==> config.mk <==
export PLATFORM = sky130hd
export DESIGN_NAME = tone_sequencer
export DESIGN_NICKNAME = d
export VERILOG_FILES = /design/src/rtl/tone_pkg.sv /design/src/rtl/tone_sequencer_ms_tick_gen.sv /design/src/rtl/tone_sequencer.sv
export SDC_FILE = /design/constraint.sdc
export NUM_CORES = 1
export LEC_CHECK = 0
export CAP_MARGIN = 0
export CORE_ASPECT_RATIO = 0.7
export CORE_UTILIZATION = 60
export DETAILED_ROUTE_END_ITERATION = 8
export DONT_BUFFER_PORTS = 1
export PLACE_DENSITY_LB_ADDON = 0.12
export SLEW_MARGIN = 10
export SYNTH_ARGS = -nofsm -noshare
export SYNTH_HDL_FRONTEND = slang
export SYNTH_SLANG_ARGS = --single-unit
==> constraint.sdc <==
create_clock -name clk -period 6.9 [get_ports clk]
set_clock_uncertainty 0.1 [all_clocks]
set_input_delay 1.725 -clock clk [delete_from_list [all_inputs] [get_ports clk]]
set_output_delay 1.725 -clock clk [all_outputs]
set_load 0.01 [all_outputs]
==> src/rtl/tone_pkg.sv <==
// -----------------------------------------------------------------------------
// tone_pkg
// Shared definitions for the piezo tone sequencer:
//   - note codes (1..7 = do..si, everything else is a rest)
//   - C3..B3 note frequencies in centi-Hz
//   - half_period(): clock cycles per half square-wave period for a note
//   - octave select encodings
//   - sequencer FSM state type
// -----------------------------------------------------------------------------
package tone_pkg;

   localparam logic [3:0] NOTE_REST = 4'd0;
   localparam logic [3:0] NOTE_DO   = 4'd1;
   localparam logic [3:0] NOTE_RE   = 4'd2;
   localparam logic [3:0] NOTE_MI   = 4'd3;
   localparam logic [3:0] NOTE_FA   = 4'd4;
   localparam logic [3:0] NOTE_SOL  = 4'd5;
   localparam logic [3:0] NOTE_LA   = 4'd6;
   localparam logic [3:0] NOTE_SI   = 4'd7;

   // C3..B3 in centi-Hz (hundredths of a hertz)
   localparam longint unsigned FREQ_C3_CHZ = 64'd13081;
   localparam longint unsigned FREQ_D3_CHZ = 64'd14683;
   localparam longint unsigned FREQ_E3_CHZ = 64'd16481;
   localparam longint unsigned FREQ_F3_CHZ = 64'd17461;
   localparam longint unsigned FREQ_G3_CHZ = 64'd19600;
   localparam longint unsigned FREQ_A3_CHZ = 64'd22000;
   localparam longint unsigned FREQ_B3_CHZ = 64'd24694;

   localparam logic [1:0] OCT_BASE     = 2'b00;
   localparam logic [1:0] OCT_LOWER    = 2'b01;
   localparam logic [1:0] OCT_HIGHER   = 2'b10;
   localparam logic [1:0] OCT_BASE_ALT = 2'b11;

   typedef enum logic [1:0] {
      IDLE = 2'd0,
      TONE = 2'd1,
      GAP  = 2'd2
   } state_e;

   // Frequency of a note code in centi-Hz; 0 for rest codes.
   function automatic longint unsigned note_freq_chz(input logic [3:0] code);
      longint unsigned f;
      case (code)
         NOTE_DO:  f = FREQ_C3_CHZ;
         NOTE_RE:  f = FREQ_D3_CHZ;
         NOTE_MI:  f = FREQ_E3_CHZ;
         NOTE_FA:  f = FREQ_F3_CHZ;
         NOTE_SOL: f = FREQ_G3_CHZ;
         NOTE_LA:  f = FREQ_A3_CHZ;
         NOTE_SI:  f = FREQ_B3_CHZ;
         default:  f = 64'd0;
      endcase
      return f;
   endfunction

   // CLK_HZ / (2 * f_note), truncated. The x100 undoes the centi-Hz scaling;
   // 64-bit math keeps 100 MHz * 100 from overflowing. Rests return 0.
   function automatic longint unsigned half_period(input longint unsigned clk_hz,
                                                   input logic [3:0]      code);
      longint unsigned f;
      f = note_freq_chz(code);
      if (f == 64'd0) return 64'd0;
      return (clk_hz * 64'd100) / (64'd2 * f);
   endfunction

endpackage

==> src/rtl/tone_sequencer_ms_tick_gen.sv <==
// -----------------------------------------------------------------------------
// ms_tick_gen
// Millisecond prescaler. tick is high for one cycle every CLK_HZ/1000 cycles;
// restart forces the count back to 0 so the first tick after a restart lands
// exactly CLK_HZ/1000 cycles later.
// Ports:
//   clk      in  system clock, rising edge
//   rst_n    in  asynchronous active-low reset
//   restart  in  resynchronise the prescaler (count <= 0)
//   tick     out one-cycle pulse, last cycle of each millisecond
// -----------------------------------------------------------------------------
module ms_tick_gen #(
   parameter int unsigned CLK_HZ = 100_000_000
) (
   input  logic clk,
   input  logic rst_n,
   input  logic restart,
   output logic tick
);

   localparam int unsigned     TICKS = CLK_HZ / 1000;
   localparam int unsigned     PRE_W = (TICKS > 1) ? $clog2(TICKS) : 1;
   localparam logic [PRE_W-1:0] LAST = PRE_W'(TICKS - 1);

   logic [PRE_W-1:0] pre_q, pre_d;

   always_comb begin
      pre_d = pre_q + PRE_W'(1);
      if (restart || (pre_q == LAST)) pre_d = '0;
   end

   always_ff @(posedge clk or negedge rst_n) begin
      if (!rst_n) pre_q <= '0;
      else        pre_q <= pre_d;
   end

   assign tick = (pre_q == LAST);

endmodule

==> src/rtl/tone_sequencer.sv <==
// -----------------------------------------------------------------------------
// tone_sequencer
// Square-wave tone engine for the piezo speaker. Accepts one timed note per
// valid/ready handshake, plays it for dur_ms milliseconds, then stays silent
// for gap_ms milliseconds before accepting the next one.
// Ports:
//   clk, rst_n          clock / asynchronous active-low reset
//   note_valid, note_ready  request handshake (ready only in IDLE)
//   note, octave        note code and octave shift, sampled on transfer
//   dur_ms, gap_ms      tone and trailing-silence lengths in ms, sampled on transfer
//   mute                live speaker gate; timing is not affected
//   speaker             square-wave drive
//   busy                high while playing or in the trailing gap
//   done                one-cycle pulse on return to IDLE
// -----------------------------------------------------------------------------
module tone_sequencer
   import tone_pkg::*;
#(
   parameter int unsigned CLK_HZ = 100_000_000,
   parameter int unsigned CNT_W  = 24,
   parameter int unsigned DUR_W  = 16,
   parameter int unsigned NOTE_W = 4
) (
   input  logic              clk,
   input  logic              rst_n,
   input  logic              note_valid,
   output logic              note_ready,
   input  logic [NOTE_W-1:0] note,
   input  logic [1:0]        octave,
   input  logic [DUR_W-1:0]  dur_ms,
   input  logic [DUR_W-1:0]  gap_ms,
   input  logic              mute,
   output logic              speaker,
   output logic              busy,
   output logic              done
);

   // Do has the longest half-period, so it bounds the lower-octave shift.
   localparam longint unsigned H_MAX = half_period(64'(CLK_HZ), NOTE_DO);

   if ((H_MAX << 1) >= (64'd1 << CNT_W)) begin : g_cnt_w_check
      $error("CNT_W too narrow for the lower-octave half-period");
   end

   localparam logic [CNT_W-1:0] H_TABLE [8] = '{
      '0,
      CNT_W'(half_period(64'(CLK_HZ), NOTE_DO)),
      CNT_W'(half_period(64'(CLK_HZ), NOTE_RE)),
      CNT_W'(half_period(64'(CLK_HZ), NOTE_MI)),
      CNT_W'(half_period(64'(CLK_HZ), NOTE_FA)),
      CNT_W'(half_period(64'(CLK_HZ), NOTE_SOL)),
      CNT_W'(half_period(64'(CLK_HZ), NOTE_LA)),
      CNT_W'(half_period(64'(CLK_HZ), NOTE_SI))
   };

   state_e             state_q, state_d;
   logic [DUR_W-1:0]   remain_q, remain_d;   // ms left in the current phase
   logic [DUR_W-1:0]   gap_q, gap_d;
   logic [CNT_W-1:0]   half_q, half_d;
   logic               rest_q, rest_d;
   logic [CNT_W-1:0]   cnt_q, cnt_d;
   logic               phase_q, phase_d;     // square-wave phase, before gating
   logic               done_q, done_d;

   logic               tick;
   logic               restart;
   logic               new_rest;
   logic [CNT_W-1:0]   base_h;
   logic [CNT_W-1:0]   new_half;

   ms_tick_gen #(
      .CLK_HZ (CLK_HZ)
   ) u_ms_tick (
      .clk     (clk),
      .rst_n   (rst_n),
      .restart (restart),
      .tick    (tick)
   );

   // Half-period for the offered note, octave shift applied before latching.
   always_comb begin
      new_rest = (note == NOTE_W'(0)) || (note > NOTE_W'(7));
      base_h   = new_rest ? '0 : H_TABLE[note[2:0]];
      case (octave)
         OCT_LOWER:  new_half = base_h << 1;
         OCT_HIGHER: new_half = base_h >> 1;
         default:    new_half = base_h;
      endcase
   end

   always_comb begin
      state_d  = state_q;
      remain_d = remain_q;
      gap_d    = gap_q;
      half_d   = half_q;
      rest_d   = rest_q;
      cnt_d    = cnt_q;
      phase_d  = phase_q;
      done_d   = 1'b0;
      restart  = 1'b0;

      unique case (state_q)
         IDLE: begin
            if (note_valid) begin
               restart = 1'b1;
               half_d  = new_half;
               rest_d  = new_rest;
               gap_d   = gap_ms;
               cnt_d   = '0;
               phase_d = 1'b0;
               if (dur_ms != '0) begin
                  state_d  = TONE;
                  remain_d = dur_ms;
               end else if (gap_ms != '0) begin
                  state_d  = GAP;
                  remain_d = gap_ms;
               end else begin
                  done_d = 1'b1;
               end
            end
         end

         TONE: begin
            // Wrap at H-1 so each phase lasts exactly H cycles.
            if (cnt_q == half_q - CNT_W'(1)) begin
               cnt_d   = '0;
               phase_d = ~phase_q;
            end else begin
               cnt_d = cnt_q + CNT_W'(1);
            end
            if (tick) begin
               if (remain_q == DUR_W'(1)) begin
                  if (gap_q != '0) begin
                     state_d  = GAP;
                     remain_d = gap_q;
                     restart  = 1'b1;
                  end else begin
                     state_d  = IDLE;
                     remain_d = '0;
                     done_d   = 1'b1;
                  end
               end else begin
                  remain_d = remain_q - DUR_W'(1);
               end
            end
         end

         GAP: begin
            if (tick) begin
               if (remain_q == DUR_W'(1)) begin
                  state_d  = IDLE;
                  remain_d = '0;
                  done_d   = 1'b1;
               end else begin
                  remain_d = remain_q - DUR_W'(1);
               end
            end
         end

         default: state_d = IDLE;
      endcase
   end

   always_ff @(posedge clk or negedge rst_n) begin
      if (!rst_n) begin
         state_q  <= IDLE;
         remain_q <= '0;
         gap_q    <= '0;
         half_q   <= '0;
         rest_q   <= 1'b0;
         cnt_q    <= '0;
         phase_q  <= 1'b0;
         done_q   <= 1'b0;
      end else begin
         state_q  <= state_d;
         remain_q <= remain_d;
         gap_q    <= gap_d;
         half_q   <= half_d;
         rest_q   <= rest_d;
         cnt_q    <= cnt_d;
         phase_q  <= phase_d;
         done_q   <= done_d;
      end
   end

   assign note_ready = (state_q == IDLE);
   assign busy       = (state_q != IDLE);
   assign done       = done_q;
   // Gated outside the phase register so mute never disturbs the waveform timing.
   assign speaker    = (state_q == TONE) && !rest_q && !mute && phase_q;

endmodule

==> results of run 1 <==
sequential cells by signal (all words and copies together), names as in the netlist:
register,count
u_ms_tick.pre_q,17
state_q,2
phase_q,1
rest_q,1
cnt_q,24
gap_q,16
done,1
half_q,20
remain_q,16
path summary, 6_finish.rpt:
kind / startpoint / to / cells past startpoint
setup / recovery: note_valid / cnt_q[23] / 9
hold / removal: remain_q[6] / remain_q[6] / 1
setup reg to reg: half_q[6] / cnt_q[21] / 8
hold reg to reg: remain_q[6] / remain_q[6] / 1
max in group asynchronous: rst_n / u_ms_tick.pre_q[10] / 0
min in group asynchronous: rst_n / cnt_q[14] / 0
cell type report:
| type | count | area [sq um] | area share, % |
|---|---|---|---|
| clock buffers | 9 | 225 | 3.37 |
| inverters | 27 | 101 | 1.52 |
| multi-input cells | 587 | 3670 | 54.8 |
| flip-flops and latches | 98 | 2450 | 36.7 |
| repair buffers | 2 | 15.0 | 0.225 |
| clock inverters | 7 | 61.3 | 0.917 |
| well taps | 132 | 165 | 2.47 |
where the power goes:
part	leakage [uW]	switching [uW]	internal, uW
registers	0.00127	223	753
logic	0.00137	683	482
clock network	0.000140	235	252
cell usage after synthesis (22+ instances only):
library cell  instances
nand3_1              38
xor2_1               34
inv_1                27
o21ai_0              54
xnor2_1              28
clkbuf_1             25
nor2_1               79
nor4_1               27
mux2_2               22
a21oi_1              61
nand2_1              69
dfrtp_1              98
per-layer routing:
layer  GRT usage, %  vias up  part of all wire (%)
li1               -     2640                     -
met1           44.7     2658                    50
met2           41.7      178                    41
met3           6.95       28                   6.8
met4           7.10        0                   1.6
met5              0        -                     0
worst reg2reg max path, cell delays in order, from the launching register on:
cell	delay, ps
dfrtp_1	440
nor4_1	760
nand3_2	320
nor4_1	450
o221ai_1	230
a211o_1	320
o41ai_4	720
and2_1	510
nor2_1	110
kinds of logic (layout without fill, tap and decap cells):
group / after synthesis / after routing / share of synthesized area [%]
flip-flops: 98 / 98 / 38.5
AND/OR/NAND/NOR: 299 / 299 / 23.1
adder cells (fa/ha/maj): 16 / 16 / 3.14
AO/OA/AOI/OAI: 185 / 185 / 18.3
multiplexers: 25 / 25 / 4.36
buffers and inverters: 63 / 45 / 4.07
XOR/XNOR: 62 / 62 / 8.52
metrics by stage:
stage	power [uW]	hold slack [ps]	util [%]	setup slack, ps
floorplan	1870	351	-	2910
global placement	2060	385	62.0	2580
detailed placement	2120	390	62.0	2480
CTS	2610	407	64.8	2840
global route	2810	425	64.8	2530
finish	2630	401	64.8	2790
==> results summary, run 1 <==
The reg2reg setup slack came out at 2800 ps. The residual DRC count came out at 4. The count of hold buffers inserted by post-cts repair came out at 0. The slew at the pin closest to its max-slew limit came out at approximately 1200 ps. The post-synthesis cell count is 748.

Post-CTS repair changed the size of 0 cells. Buffers placed on the I/O ports in this run total 0. The total negative slack for setup checks came out at 0 ps. The power per cell area came out at 393 mW/mm^2. The H-tree depth is 3. The count of nets left with antenna violations once routing finished came out at 0.

In this run the cell area of the synthesized design comes to 0.00637 sq mm. The final number of hold-violating endpoints came out at 0. The smallest clock period supported by the final layout is computed as between 4000 and 5000 ps.

The signed area change from the synthesized netlist to the final layout is 4.97%. The most numerous cell type found on the critical path is nand3_1. The DRC violation total after the first TritonRoute iteration came out at 480.

The checks that failed: DRC. In the post-synthesis netlist, the biggest area contributors are dfrtp_1, a21oi_1, xor2_1. The wire length of the first global-routing pass is 25500 um. STA classifies the critical path startpoint as a primary input.

The net count of the finished layout came out at 783. The average size of a mapped cell is 8.52 sq um. The share of the synthesized area in the top cell type is 38.5%. The number of inserted diodes came out at 0.

The reported max-cap violation count came out at 0. The placed cell area came out at 0.00640 sq mm. Timing would allow up to 0.244 GHz.

In this run the vertical extent of the chip is 88.2 um. The proportion of synthesized flip-flops having asynchronous set or reset is 100%. The aggregate routed wire length came out at 15900 um.

The final setup violation count is 0. The kind of cell adding the most delay to the critical path is simple AND/OR/NAND/NOR gates. The floorplan has 31 rows. For the worst setup path, the data required time is 7010 ps. The count of different cell masters after synthesis came out at 59.

The largest stage delay on the critical path is 560 ps. The cell at the root of the clock tree is clkbuf_16. The worst endpoint data arrival time is about 4200 ps. The flow ran to the end, but the final reports show violations. The total I/O pin count came out at 46. The most used flip-flop cell after synthesis is dfrtp_1. The instance count after placement with tap cells included is 846.

STA classifies the critical path endpoint as a flop. The normalized max-slew margin came out at 19.9%. Walking the worst path, the cells encountered are nand2_2, a21boi_0, buf_4, nor3_1, nand3_1, nor2b_1, nand3_1, xor2_1, nor2_1.

Summed over all instances, the cell type with the most area after synthesis is dfrtp_1. The count of buffer and inverter cells on the critical path is 1. The detailed placement HPWL is 11700 um. The proportion of layout cells with a drive suffix above 1 came out at 6.99%. The tree built by TritonCTS fans out to 98 sinks.

The library cell used most frequently in the layout, excluding fill and tap cells, is dfrtp_1. For the worst-skew pair, the clock arrives at the later sink with an insertion delay of 340 ps. The library cells used most frequently in the layout, excluding fill and tap cells, are dfrtp_1, nor2_1, nand2_1, a21oi_1, o21ai_0.

The horizontal die dimension came out at 125 um. The non-filler instance count after layout is 862. The post-synthesis register bit count came out at 98. The total number of yosys warnings came out at 0. The path class of the tightest hold or removal check is flop to flop.

After synthesis, flip-flops and latches occupy 38.5% of the total area. The global route total overflow came out at 0. Detailed routing inserted a total of 5504 vias. The first-pass detailed-route iteration total came out at 7. The floorplan step defined a die boundary enclosing about 0.011 sq mm.

The number of buffers added for setup after CTS is 0. The number of fill cells in the layout came out at between 800 and 900. The final clock period utilization by the worst path is 59.5%. The summed area of non-filler cells in the final layout is 0.00669 sq mm. The number of vias per cell after detailed routing came out at 6.39. Counting every net in the synthesized netlist gives 806. The critical path start-end classification is primary input to flop.

The routability-driven placement congestion ratio is approximately 0.89. TritonCTS built the clock tree. The number of global-route vias before repair came out at 4906. The detail-routed net length per standard cell is approximately 18 um. The final number of max-transition violations came out at 0. Setup repair after global routing left no endpoint under its margin. The maximum net fanout on the critical path came out at 60. Entering global routing, the biggest net connects 99 pins. The clock edge transition at the registers on the reported setup and hold paths is 70 ps. Among all stages on the critical path, the largest delay is contributed by nor3_1.

The synthesized design contains 0 enable-type register cells. The standby leakage power is 0.00278 uW. The total clock buffers created by CTS came out at 9.

The initial antenna violation count is 1. The maximum vdd drop came out at 0.000166 V. The initial utilization of the core area, before any placement, comes to 61.8%. The clock tree buffer depth came out at 2.

The core area came out at a little over 0.01 sq mm. Global routing used 29.3% of the available tracks.
No activity file was read; power rests on OpenSTA's default activity.
==> run 2, diff against run 1 <==
- clock period: 6.9 -> 3.8 ns (I/O delays scaled with it)
==> run 2 against run 1 <==
The run now ends clean. Global-route usage shrank 0.28 points. Via count grew 2.0%. Clock power grew 87%. Sequential power grew 82%. Combinational power grew 84%. Final area grew 1.4%. Core utilization grew 0.89 points. Largest cell class unchanged. Largest power group unchanged.
==> results summary, run 2 (synthesis results as in run 1) <==
The run finished with clean final reports. Setup repair after global routing left no endpoint under its margin. The quantity of gates resized following cts came to 0 (unchanged). In the finished design, the share of the clock period the worst path needs comes to 95.4%.

The total clock buffers created by CTS is 9 (unchanged). The switching power as a share of total power came out at 43.5% (+0.071 points). The largest stage delay on the critical path is 660 ps (+100 ps).

The worst setup path is of the flop to flop kind. The worst-path cell with the longest stage delay is or4_1. The clock edge transition at the registers on the reported setup and hold paths is 70 ps (about the same). Derived from the worst setup path, the maximum achievable clock frequency is 0.276 GHz. The cell at the root of the clock tree is clkbuf_16. STA classifies the critical path endpoint as a flop. Traced cell by cell, the critical path runs through or4_1, or4_4, nor4_2, o21ai_1, a211o_1, o41ai_4, and2_1, nor2_1. The reported max-cap violation count came out at 0 (unchanged). The worst endpoint data arrival time was 3740 ps (-480 ps).

The portion of total power attributed to combinational logic was 44.4% (about the same). The library cell used most frequently in the layout, excluding fill and tap cells, is dfrtp_1. The top cell types in the final layout, fill and taps aside, are dfrtp_1, nor2_1, nand2_1, a21oi_1, o21ai_0. The standby leakage power was 0.00283 uW (+1.8%). The critical path data required time is 3920 ps (-3090 ps). The H-tree depth is 3 (unchanged).

The global route total overflow is 0 (unchanged). The number of buffers added for setup after CTS came out at 0 (unchanged). The number of sinks handled by clock tree synthesis is 98 (unchanged). The time the worst path needs with I/O delays and setup is between 3000 and 4000 ps. Ranked by flip-flop count, first place goes to cnt_q.

The path class of the tightest hold or removal check is primary input to asynchronous set/reset pin. The final number of hold-violating endpoints is 0 (unchanged). The count of hold buffers inserted by post-cts repair is 0 (unchanged). The net count of the finished layout is 792 (+1.1%). The worst hold-check slack is 188 ps (-213 ps).

The setup slack at placement came out at 134 ps (-2340 ps). The non-filler instance count after layout is 871 (+1.0%). The final number of max-transition violations came out at 0 (unchanged). The first-pass detailed-route iteration total is 7 (unchanged). The die footprint came out at 0.0110 sq mm (unchanged). The standard-cell row count is 31 (unchanged). STA classifies the critical path startpoint as a flop. The residual DRC count is 0 (-4).

The final antenna-violating net count is 0 (unchanged). The vias after detailed routing came to 5616 (+2.0%). The instance count after placement with tap cells included was 855 (+1.1%).

The power per cell area is 713 mW/mm^2 (+81%). The clock tree buffer depth came out at 2 (unchanged). The maximum net fanout on the critical path is 13 (-78%). Compared with the post-synthesis result, the final layout area differs by 6.40%.

The clock latency of the later-clocked register in the worst-skew pair is 350 ps (about the same). The count of buffer and inverter cells on the critical path is 0 (-1). The total global-route track usage is 29.0% (-0.28 points).

The number of buffer cells added on primary ports was 0 (unchanged). The detailed placement HPWL was 11700 um (-0.17%). The sequential cell area is 0.00245 sq mm (unchanged). The DRC violation total after the first TritonRoute iteration came to 521 (+8.5%). The total negative slack for setup checks is 0 ps (unchanged). The sequential power share was 36.8% (-0.4 points). The routability-driven placement congestion ratio is 0.981 (+11%). The total area of multi-input combinational cells is 0.00368 sq mm (+0.34%).

The final setup violation count came out at 0 (unchanged). The effective utilization at floorplan came to 61.8% (unchanged). The total I/O pin count came out at 46 (unchanged).

The horizontal die dimension is 125 um (unchanged). The pin count of the biggest net entering global routing came out at 99 (unchanged). TritonCTS built the clock tree. In this design, the largest share of critical-path delay is due to simple AND/OR/NAND/NOR gates. In the final layout, the registers with the most flip-flops are cnt_q: 24 flops, half_q: 20 flops, u_ms_tick.pre_q: 17 flops.

The number of inserted diodes came out at 0 (unchanged). The initial antenna violation count came to 0 (-1). The number of global-route vias before repair is 4997 (+1.9%). The aggregate routed wire length was 15900 um (+0.13%). The detail-routed net length per standard cell is 18.2 um (-0.90%).

The floorplan die height came out at 88.2 um (unchanged). The number of fill cells in the layout came out at 873 (-1.8%). The switching power came out at 2100 uW (+84%). The clock power share came to 18.8% (+0.3 points). The internal cell power came out at 2730 uW (+84%).

The wire length of the first global-routing pass is 25200 um (-1.1%). The proportion of layout cells with a drive suffix above 1 is 8.39% (+1.4 points). The least setup slack across all paths after layout was 174 ps (-2620 ps). The number of vias per cell after detailed routing came to 6.45 (+0.98%). The core area is 0.0103 sq mm (unchanged).

The number of flip-flops in the largest register came out at 24 (unchanged). The slew at the pin closest to its max-slew limit is 871 ps (-322 ps). The maximum vdd drop is 0.000333 V (+100%). The normalized max-slew margin is 41.9% (+22 points).
## run 2: cell types whose count changed in the layout (fill, tap and decap cells not counted), sizes merged
cell | previous run | this run
buf | 2 | 11
## run 2: power groups by stage
stage / combinational [uW] / sequential [uW] / clock, uW
after CTS: 2120 / 1760 / 925
after detailed placement: 2110 / 1770 / 0
final: 2150 / 1780 / 909
after global placement: 2060 / 1750 / 0
after floorplan: 1760 / 1640 / 0
after global routing: 2390 / 1830 / 959
## run 2: per-layer routing
metal	track usage, %	up-vias	wire [um]
met5	0	-	0
met4	6.32	0	129
met3	6.11	15	1340
met2	42.1	230	6730
met1	44.5	2711	7680
li1	-	2660	-
## run 2: worst paths after layout
path / start / endpoint / slack (ps) / cells past startpoint
worst max-delay path: half_q[11] / cnt_q[9] / 170 / 8
worst min-delay path: rst_n / cnt_q[15] / 190 / 0
worst max register to register: half_q[11] / cnt_q[9] / 170 / 8
worst min register to register: remain_q[6] / remain_q[6] / 410 / 1
max in group asynchronous: rst_n / gap_q[3] / 3270 / 0
min in group clk: remain_q[6] / remain_q[6] / 410 / 1
## run 2: stage by stage
stage	instance area, sq um	total power (uW)	utilization, %
global route	6780	5180	65.7
finish	6780	4840	65.7
floorplan	6370	3390	-
global placement	6470	3820	62.7
detailed placement	6470	3880	62.7
CTS	6770	4800	65.6
## run 2: final cells by class
class | count | area share (%)
sequential | 98 | 36.2
timing repair buffer | 11 | 1.22
clock inverter | 7 | 1.07
inverter | 27 | 1.50
tap | 132 | 2.44
multi-input combinational | 587 | 54.3
clock buffer | 9 | 3.32
## run 2: worst register-to-register path, stage by stage (launching register included)
cell	delay, ps
dfrtp_1	450
or4_1	660
or4_4	540
nor4_2	230
o21ai_1	90
a211o_1	360
o41ai_4	460
and2_1	500
nor2_1	110
==> run 3, diff against run 2 <==
- CORE_MARGIN: default -> 4
- clock period: 3.8 -> 3.94 ns (I/O delays scaled with it)
==> run 3 against run 2 <==
Non-clock buffer count is 2 lower. Clock power shrank 2.4%. Total power shrank 3.6%. Largest power group unchanged.
==> results summary, run 3 (synthesis results as in run 1) <==
The flow ran to the end, and the final reports show no timing, DRC or antenna violations. The worst setup path is captured at a flop. The standby leakage power was 0.00282 uW (-0.34%). The initial antenna violation count is 0 (unchanged). The reg2reg setup slack came out at 290 ps (+110 ps). The total clock buffers created by CTS came out at 9 (unchanged).

The met1 capacity usage during global routing came out at 40.8% (-3.7 points). The endpoint identified for the worst register-to-register timing path is cnt_q[22]. The internal cell power is 2630 uW (-3.7%). The floorplan die height was 94.2 um (+6.8%). The total global-route track usage came out at 25.9% (-3.1 points). The worst-path cell with the longest stage delay is or4_1.

The maximum vdd drop is 0.000338 V (+1.3%). The clock latency of the later-clocked register in the worst-skew pair is 340 ps (about the same). The total I/O pin count came to 46 (unchanged). The proportion of layout cells with a drive suffix above 1 was 8.14% (-0.25 points). The final design utilization was 65.3% (-0.39 points).

The detail-routed net length per standard cell was 18.6 um (+1.8%). The time the worst path needs with I/O delays and setup was 3650 ps (+28.4 ps). The vias after detailed routing is 5610 (-0.11%). The net count of the finished layout is 790 (-0.25%).

The detailed placement HPWL came to 11600 um (-0.51%). The number of buffer cells added on primary ports is 0 (unchanged). The met3 layer usage reported by global route is 5.03% (-1.1 points).

The reported max-cap violation count is 0 (unchanged). The clock tree buffer depth is 2 (unchanged). The largest stage delay on the critical path came to 700 ps (+40 ps). The horizontal die dimension came out at 131 um (+4.8%). The effective utilization at floorplan is 61.5% (-0.23 points).

The worst endpoint data arrival time was 3770 ps (+30 ps). The origin of the critical flop-to-flop path is half_q[10]. The number of buffers added for setup after CTS is 0 (unchanged). The portion of total power attributed to combinational logic came out at 44.1% (-0.3 points). The quantity of gates resized following cts came to 0 (unchanged). The routability-driven placement congestion ratio is 0.972 (-0.87%). The sequential power share is 36.9% (about the same).

The number of global-route vias before repair is 4985 (-0.24%). The clock edge transition at the registers on the reported setup and hold paths came out at 80 ps (about the same). met1 is the most crowded layer. The number of sinks handled by clock tree synthesis is 98 (unchanged). The power per cell area came to 690 mW/mm^2 (-3.3%). The residual DRC count came to 0 (unchanged). Setup repair after global routing left no endpoint under its margin.

Walking the worst path, the cells encountered are or4_1, or4_4, nor4_2, o21ai_1, a211o_1, o41ai_4, and2_1, nor2_1. The aggregate routed wire length came out at 16100 um (+1.5%). The number of flip-flops in the largest register is 24 (unchanged).

In the layout the commonest cells are dfrtp_1, nor2_1, nand2_1, a21oi_1, o21ai_0. The switching power is 2030 uW (-3.3%). The total negative slack for setup checks is 0 ps (unchanged). The first-pass detailed-route iteration total came out at 7 (unchanged).

The global-route track usage on met2 came to 36.7% (-5.3 points). The number of vias per cell after detailed routing came to 6.46 (+0.12%). The tightest min-delay check is of the primary input to asynchronous set/reset pin type. The area growth from synthesis to layout is 6.17%. The H-tree depth came out at 3 (unchanged).

The slew at the pin closest to its max-slew limit was 866 ps (-5.12 ps). The pin count of the biggest net entering global routing is 99 (unchanged). The number of inserted diodes is 0 (unchanged). The standard-cell row count came out at 31 (unchanged).

The maximum net fanout on the critical path came out at 13 (unchanged). The non-filler instance count after layout is 869 (-0.23%). The total chip power came out at 4660 uW (-3.6%). The DRC violation total after the first TritonRoute iteration came out at 554 (+6.3%).

The core area came out at 0.0104 sq mm (+0.38%). The switching power as a share of total power came out at 43.6% (+0.10 points). The die footprint came to 0.0124 sq mm (+12%). The largest register by flop count is cnt_q.

The worst reg-to-reg path cell count is 8 (unchanged). The normalized max-slew margin came out at 42.3% (+0.34 points). TritonCTS built the clock tree. The final antenna-violating net count came out at 0 (unchanged). The number of fill cells in the layout is 857 (-1.8%). The largest registers in the layout are cnt_q: 24 flops, half_q: 20 flops, u_ms_tick.pre_q: 17 flops. STA classifies the critical path startpoint as a flop. The top achievable clock speed was 0.274 GHz (-0.78%). The clock power share came to 19.0% (+0.2 points). The final clock period utilization by the worst path was 92.7% (-2.7 points). Leaving out fill and tap cells, the most frequent cell in the layout is dfrtp_1.

Clock tree synthesis selected as its root buffer the cell clkbuf_16. The final number of hold-violating endpoints came out at 0 (unchanged). The instance count after placement with tap cells included came out at 853 (-0.23%). The final number of max-transition violations came out at 0 (unchanged). The count of hold buffers inserted by post-cts repair came to 0 (unchanged). The critical path data required time was 4050 ps (+130 ps). The global route total overflow is 0 (unchanged).

The wire length of the first global-routing pass is 25900 um (+2.9%). The final setup violation count was 0 (unchanged). The critical path is of the flop to flop type.
## run 3: changes by cell type in the layout (fill, tap and decap cells not counted)
| cell | previous run | this run |
|---|---|---|
| buf_4 | 11 | 9 |
| clkinv_4 | 2 | 1 |
| inv_6 | 1 | 2 |
## run 3: power groups by stage
stage | registers (uW) | logic (uW) | clock network [uW]
floorplan | 1580 | 1690 | 0
global placement | 1700 | 1970 | 0
CTS | 1700 | 2030 | 899
global route | 1770 | 2270 | 943
detailed placement | 1720 | 2020 | 0
finish | 1720 | 2060 | 887
## run 3: worst max path at each step
| stage | start | end | slack [ps] | depth (start not counted) |
|---|---|---|---|---|
| final | half_q[10] | cnt_q[22] | 290 | 8 |
| after global placement | half_q[6] | cnt_q[7] | 380 | 8 |
| after floorplan | half_q[10] | cnt_q[10] | 660 | 11 |
| after global routing | half_q[10] | cnt_q[18] | 30 | 8 |
| after CTS | half_q[6] | cnt_q[23] | 220 | 8 |
| after detailed placement | half_q[6] | cnt_q[22] | 210 | 8 |
## run 3: cell type report
type,instances,area [sq um],share of cell area (%)
multi-input combinational,587,3680,54.4
sequential,98,2450,36.3
clock buffer,9,225,3.33
tap,132,165,2.44
inverter,27,101,1.50
clock inverter,7,72.6,1.07
timing repair buffer,9,67.6,0.999
## run 3: metal layers
layer | vias up | routed length (um)
met4 | 0 | 163
met5 | - | 0
li1 | 2661 | -
met2 | 216 | 6740
met3 | 19 | 1270
met1 | 2714 | 7960
## run 3: critical path: cells and delay by family (launching register included)
kind / cells / cell delay, ps
AOI/OAI and AO/OA: 3 / 910
DFF: 1 / 460
and+or+nand+nor: 5 / 2070
## run 3: through the flow
stage	area (sq um)	setup WS, ps	hold slack (ps)
2_1_floorplan	6370	662	351
5_1_grt	6760	28.4	216
3_5_place_dp	6450	212	399
6_report	6760	286	227
3_3_place_gp	6450	380	378
4_1_cts	6750	220	221
